===== config.mk =====
export PLATFORM = sky130hd
export DESIGN_NAME = uart_rx_ctrl_flat
export DESIGN_NICKNAME = d
export VERILOG_FILES = /design/src/rtl/uart_rx_ctrl_if.sv /design/src/rtl/uart_rx_ctrl.sv /design/src/flat_wrapper.sv
export SDC_FILE = /design/constraint.sdc
export NUM_CORES = 1
export LEC_CHECK = 0
export CAP_MARGIN = 20
export CELL_PAD_IN_SITES_DETAIL_PLACEMENT = 0
export CELL_PAD_IN_SITES_GLOBAL_PLACEMENT = 2
export CORE_UTILIZATION = 36
export CTS_CLUSTER_DIAMETER = 30
export DETAILED_ROUTE_END_ITERATION = 12
export PLACE_DENSITY_LB_ADDON = 0.1
export REMOVE_ABC_BUFFERS = 1
export SLEW_MARGIN = 10
export SYNTH_ARGS = -nofsm -noshare
export SYNTH_HDL_FRONTEND = slang
export SYNTH_SLANG_ARGS = --single-unit

===== constraint.sdc =====
create_clock -name clk_i -period 3.8 [get_ports clk_i]
set_input_delay 0.38 -clock clk_i [delete_from_list [all_inputs] [get_ports clk_i]]
set_output_delay 0.38 -clock clk_i [all_outputs]
set_load 0.1 [all_outputs]

===== src/rtl/uart_rx_ctrl_if.sv =====
// Receive-side valid/ready handshake between the UART receiver and its consumer.
// The master drives data/valid; the slave answers with ready.
interface uart_rx_ctrl_if #(
    parameter int unsigned DATA_W = 8
) ();
    logic [DATA_W-1:0] rx_data;
    logic              rx_valid;
    logic              rx_ready;

    modport master (
        output rx_data,
        output rx_valid,
        input  rx_ready
    );

    modport slave (
        input  rx_data,
        input  rx_valid,
        output rx_ready
    );
endinterface


===== src/rtl/uart_rx_ctrl.sv =====
// UART 8N1 receive sequencer: line sync, start detect, mid-bit sampling from a runtime divisor,
// stop check and a one-entry valid/ready holding register with framing-error and overrun flags.
module uart_rx_ctrl #(
    parameter int unsigned BAUD_W = 20,
    parameter int unsigned DATA_W = 8
) (
    input  logic              clk_i,
    input  logic              rst_ni,
    input  logic [BAUD_W-1:0] baud_i,
    input  logic              rx_en_i,
    input  logic              rx_in_i,
    input  logic              ovr_clr_i,
    output logic              frame_err_o,
    output logic              overrun_o,
    output logic              busy_o,
    uart_rx_ctrl_if.master    rx_if
);
    localparam int unsigned IdxW = $clog2(DATA_W + 1);

    typedef enum logic [1:0] {StIdle, StStart, StData, StStop} state_e;

    state_e              state_q, state_d;
    logic [BAUD_W-1:0]   cnt_q, cnt_d;
    logic [BAUD_W-1:0]   baud_l_q, baud_l_d;
    logic [IdxW-1:0]     idx_q, idx_d;
    logic [DATA_W-1:0]   shift_q, shift_d;
    logic [DATA_W-1:0]   data_q, data_d;
    logic                valid_q, valid_d;
    logic                ovr_q, ovr_d;
    logic                ferr_q, ferr_d;
    logic                sync1_q, rxs_q, rxp_q;
    logic                deliver;
    logic                accept;
    logic [BAUD_W-1:0]   half_m1;
    logic [BAUD_W-1:0]   full_m1;

    assign half_m1 = (baud_l_q >> 1) - BAUD_W'(1);
    assign full_m1 = baud_l_q - BAUD_W'(1);
    assign accept  = valid_q & rx_if.rx_ready;

    always_comb begin
        state_d  = state_q;
        cnt_d    = cnt_q;
        baud_l_d = baud_l_q;
        idx_d    = idx_q;
        shift_d  = shift_q;
        deliver  = 1'b0;
        ferr_d   = 1'b0;

        unique case (state_q)
            StIdle: begin
                if (rx_en_i && !rxs_q && rxp_q) begin
                    // Divisors below 2 cannot produce a half-bit point, so clamp them.
                    baud_l_d = (baud_i < BAUD_W'(2)) ? BAUD_W'(2) : baud_i;
                    cnt_d    = '0;
                    state_d  = StStart;
                end
            end
            StStart: begin
                if (cnt_q == half_m1) begin
                    cnt_d   = '0;
                    idx_d   = '0;
                    state_d = rxs_q ? StIdle : StData;
                end else begin
                    cnt_d = cnt_q + BAUD_W'(1);
                end
            end
            StData: begin
                if (cnt_q == full_m1) begin
                    shift_d = {rxs_q, shift_q[DATA_W-1:1]};
                    cnt_d   = '0;
                    idx_d   = idx_q + IdxW'(1);
                    if (idx_q == IdxW'(DATA_W - 1)) state_d = StStop;
                end else begin
                    cnt_d = cnt_q + BAUD_W'(1);
                end
            end
            StStop: begin
                if (cnt_q == full_m1) begin
                    cnt_d   = '0;
                    state_d = StIdle;
                    deliver = rxs_q;
                    ferr_d  = ~rxs_q;
                end else begin
                    cnt_d = cnt_q + BAUD_W'(1);
                end
            end
            default: state_d = StIdle;
        endcase

        if (!rx_en_i) begin
            state_d = StIdle;
            cnt_d   = '0;
            idx_d   = '0;
            deliver = 1'b0;
            ferr_d  = 1'b0;
        end
    end

    always_comb begin
        data_d  = data_q;
        valid_d = valid_q;
        ovr_d   = ovr_q;
        if (ovr_clr_i) ovr_d = 1'b0;
        if (deliver) begin
            if (!valid_q || accept) begin
                data_d  = shift_d;
                valid_d = 1'b1;
            end else begin
                ovr_d = 1'b1;
            end
        end else if (accept) begin
            valid_d = 1'b0;
        end
    end

    always_ff @(posedge clk_i or negedge rst_ni) begin
        if (!rst_ni) begin
            state_q  <= StIdle;
            cnt_q    <= '0;
            baud_l_q <= '0;
            idx_q    <= '0;
            shift_q  <= '0;
            data_q   <= '0;
            valid_q  <= 1'b0;
            ovr_q    <= 1'b0;
            ferr_q   <= 1'b0;
            sync1_q  <= 1'b1;
            rxs_q    <= 1'b1;
            rxp_q    <= 1'b1;
        end else begin
            state_q  <= state_d;
            cnt_q    <= cnt_d;
            baud_l_q <= baud_l_d;
            idx_q    <= idx_d;
            shift_q  <= shift_d;
            data_q   <= data_d;
            valid_q  <= valid_d;
            ovr_q    <= ovr_d;
            ferr_q   <= ferr_d;
            sync1_q  <= rx_in_i;
            rxs_q    <= sync1_q;
            rxp_q    <= rxs_q;
        end
    end

    assign rx_if.rx_data  = data_q;
    assign rx_if.rx_valid = valid_q;
    assign frame_err_o    = ferr_q;
    assign overrun_o      = ovr_q;
    assign busy_o         = (state_q != StIdle);
endmodule

===== src/flat_wrapper.sv =====
// flat-port wrapper written by rule: the top's interface ports become plain ports
module uart_rx_ctrl_flat 
#(
    parameter int unsigned BAUD_W = 20,
    parameter int unsigned DATA_W = 8
)
  (clk_i, rst_ni, baud_i, rx_en_i, rx_in_i, ovr_clr_i, frame_err_o, overrun_o, busy_o, rx_if_rx_data, rx_if_rx_valid, rx_if_rx_ready);
  uart_rx_ctrl_if #(.DATA_W(DATA_W)) rx_if_i ();
  input  logic clk_i;
  input  logic rst_ni;
  input  logic [BAUD_W-1:0] baud_i;
  input  logic rx_en_i;
  input  logic rx_in_i;
  input  logic ovr_clr_i;
  output logic frame_err_o;
  output logic overrun_o;
  output logic busy_o;
  output wire logic [$bits(rx_if_i.rx_data)-1:0] rx_if_rx_data;
  output wire logic [$bits(rx_if_i.rx_valid)-1:0] rx_if_rx_valid;
  input wire logic [$bits(rx_if_i.rx_ready)-1:0] rx_if_rx_ready;
  assign rx_if_rx_data = rx_if_i.rx_data;
  assign rx_if_rx_valid = rx_if_i.rx_valid;
  assign rx_if_i.rx_ready = rx_if_rx_ready;
  uart_rx_ctrl #(.BAUD_W(BAUD_W), .DATA_W(DATA_W)) u_core (.clk_i(clk_i), .rst_ni(rst_ni), .baud_i(baud_i), .rx_en_i(rx_en_i), .rx_in_i(rx_in_i), .ovr_clr_i(ovr_clr_i), .frame_err_o(frame_err_o), .overrun_o(overrun_o), .busy_o(busy_o), .rx_if(rx_if_i));
endmodule

==> key figures <==
Status
  – Outcome: complete, no violations

Detailed routing
  – Highest metal used: met4
  – M1 WL: 6316 um
  – Met2 Routed Length: 6551 um
  – DR WL met3: 419 um
  – Wire per inst: 18.02 um
  – Initial detailed-routing violation count: 238
  – Via count: 4210
  – DRT Pass-1 Iters: 5
  – Via/cell ratio: 5.584
  – Routed Antenna Nets: 0
  – Total Routed Length: 13590 um
  – DRC: 0

Critical path
  – Worst Path Required: 4.01 ns
  – Slowest CP cell: or4bb_1
  – CP most frequent cell: o21ai_0
  – Startpoint types: register
  – Crit path DAT: 3.81 ns
  – Crit path cell chain: inv_1 > ha_1 > or4bb_1 > a211oi_1 > o2111a_1 > o2111ai_1 > nor4_2 > nand2_2 > buf_4 > o21ai_0 > o21ai_0
  – Crit Path Class: reg2reg
  – Worst setup EP type: register
  – Slowest stage delay, CP: 0.52 ns
  – Critical path fanouts, max: 15

Layout
  – Layout Nets: 607
  – Layout cell share with drive strength beyond 1: 15.12%
  – Area Overhead vs Synth: 19.89%
  – Most common cell after layout, fill and taps aside: dfrtp_1
  – Commonest cells after routing, fill and taps aside: dfrtp_1, nand2_1, clkdlybuf4s50_1
  – Antenna Cells: 0
  – Fin util: 44.81%

Clock network
  – CTS Hold Buffers Added: 0
  – Worst-skew pair later-pin latency: 0.34 ns
  – Total CTS buffers: 9
  – Clock Tree Root: clkbuf_16
  – CTS Buffer Depth: 2
  – PostCTS Resize Cnt: 0
  – Sink Count: 68
  – Postcts setup bufs: 0
  – CTS H-tree depth: 3
  – CTS tree: yes
  – Clk pin slew, worst setup/hold paths: 0.06 ns

Place
  – Routability-driven placement congestion ratio: 0.8733
  – Hpwl dp: 10250 um
  – IO buf count: 37

Pwr
  – Clock power share: 37.8%
  – Leak: 2.187 nW
  – Worst VDD drop: 0.0001851 V
  – Overall Power: 2.590 mW
  – P_sw: 0.8394 mW
  – Pint: 1.751 mW
  – Pwr/cell area: 452.5 mW/mm^2
  – Sw Ratio: 32.41%
  – Reg power frac: 34.8%
  – Combinational power share: 27.3%

GRT
  – Vias in the first global route: 3996
  – Pin count of the biggest net entering global routing: 44
  – First-pass GRT wire length: 21750 um
  – Final global-route overflow total: 0
  – Tot GR Track Use: 21.42%
  – Initial antenna violation count: 0

Floorplanning
  – Core area: 0.01277 sq mm
  – Die ar.: 0.01373 sq mm
  – # IOs: 38
  – Die Y: 117.2 um
  – Row count: 41
  – Die extent in x: 117.2 um
  – Initial core utilization: 37.38%

STA
  – Fmax: 0.2777 GHz
  – Worst Clk Skew: 0.007123 ns
  – RSZ-0062 raised after global routing: false
  – Hold Violations, Final: 0
  – Setup_tns: 0 ns
  – Period utilization: 94.77%
  – Tightest Pin Transition: 0.9967 ns
  – Slew Limit Headroom: 33.35%
  – Tmin final: 3.601 ns
  – Final setup fails: 0
  – Fin. max-slew vios: 0

Logic synthesis
  – Main area contributors after synthesis: dfrtp_1, xnor2_1, nand2_1
  – Avg Synthesized Cell Area: 8.681 sq um
  – Post-synthesis sequential area ratio: 35.72%
  – Yosys top cell by area: dfrtp_1
  – Cell area after synthesis: 0.004775 sq mm
  – Synth cell types: 73
  – Top_reg_cell synth: dfrtp_1
  – Synth Instances: 550
  – Synth async-reset ratio: 100.0%
  – Top-area cell type share of the netlist area: 34.07%
  – Seq cells post-synth: 68
  – Post-synth EDFFs: 0
  – Yosys warns: 0

Run
  – Max-cap violations: 0

Min path
  – Worst Hold Class: in2async
-- critical path: cells and delay by family, from the launching register on --
family / cells / cell delay (ns)
adder cells (fa/ha/maj): 1 / 0.23
AND/OR/NAND/NOR: 3 / 1.15
flip-flops: 1 / 0.43
buffers and inverters: 2 / 0.36
AO/OA/AOI/OAI: 5 / 1.29
-- flip-flops by register name, summed over array words and instances, names as in the netlist --
signal,count
u_core.shift_q,8
u_core.state_q,2
u_core.idx_q,4
u_core.sync1_q,1
u_core.rx_if.rx_data,8
u_core.rxp_q,1
u_core.cnt_q,20
u_core.overrun_o,1
u_core.frame_err_o,1
u_core.rx_if.rx_valid,1
u_core.baud_l_q,20
u_core.rxs_q,1
-- layout make-up --
class	count	area [sq um]
multi-input combinational	414	2801
clock buffer	9	225.2
tap	172	215.2
clock inverter	7	125.1
timing repair buffer	63	573.1
inverter	21	78.83
fill	1232	7049
sequential	68	1705
-- through the flow --
step | worst slack [ns] | hold slack [ns] | instances | cell area (sq um)
after floorplan | 0.3563 | 0.08441 | 503 | 4574
after global placement | 0.2988 | 0.3481 | 737 | 5343
after detailed placement | 0.2295 | 0.3485 | 737 | 5343
after CTS | 0.2067 | 0.2471 | 753 | 5693
after global routing | 0.02026 | 0.04062 | 754 | 5724
final | 0.1988 | 0.003272 | 754 | 5724
-- power groups by stage --
| stage | logic, mW | clock network [mW] | registers (mW) |
|---|---|---|---|
| 3_5_place_dp | 0.700 | 0 | 0.912 |
| 5_1_grt | 0.777 | 1.03 | 0.914 |
| 6_report | 0.708 | 0.980 | 0.902 |
| 3_3_place_gp | 0.701 | 0 | 0.912 |
| 4_1_cts | 0.704 | 1.00 | 0.900 |
| 2_1_floorplan | 0.442 | 0 | 0.903 |
-- cells in the mapped netlist (11+ instances only) --
master / instances
a21oi_1: 11
clkbuf_1: 34
dfrtp_1: 65
inv_1: 21
mux2_2: 20
mux2i_1: 11
nand2_1: 61
nand3_1: 29
nor2_1: 17
nor2b_1: 11
nor3_1: 15
nor4_1: 22
o211ai_1: 12
o21ai_0: 26
xnor2_1: 34
-- worst paths after layout --
kind	depth (start not counted)	start	slack [ns]	end
worst min-delay path	1	rst_ni	0.003	u_core.overrun_o
max in group asynchronous	2	rst_ni	3.06	u_core.baud_l_q[4]
min in group clk_i	0	u_core.sync1_q	0.35	u_core.rxs_q
worst min register to register	0	u_core.sync1_q	0.35	u_core.rxs_q
worst max-delay path	11	u_core.baud_l_q[1]	0.20	u_core.shift_q[2]
worst max register to register	11	u_core.baud_l_q[1]	0.20	u_core.shift_q[2]
-- logic make-up after synthesis --
family	synth area share, %
mux	7.023
xor+xnor	7.705
flops	35.72
buf+inv	5.844
simple gates	26.60
fa+ha+maj	1.048
compound gates	16.06
-- layer usage --
layer	up-vias	track usage [%]
met5	-	0
met2	93	34.90
met4	0	9.283
met3	18	2.781
li1	2059	-
met1	2040	28.47
(Power assumes the default switching activity.)
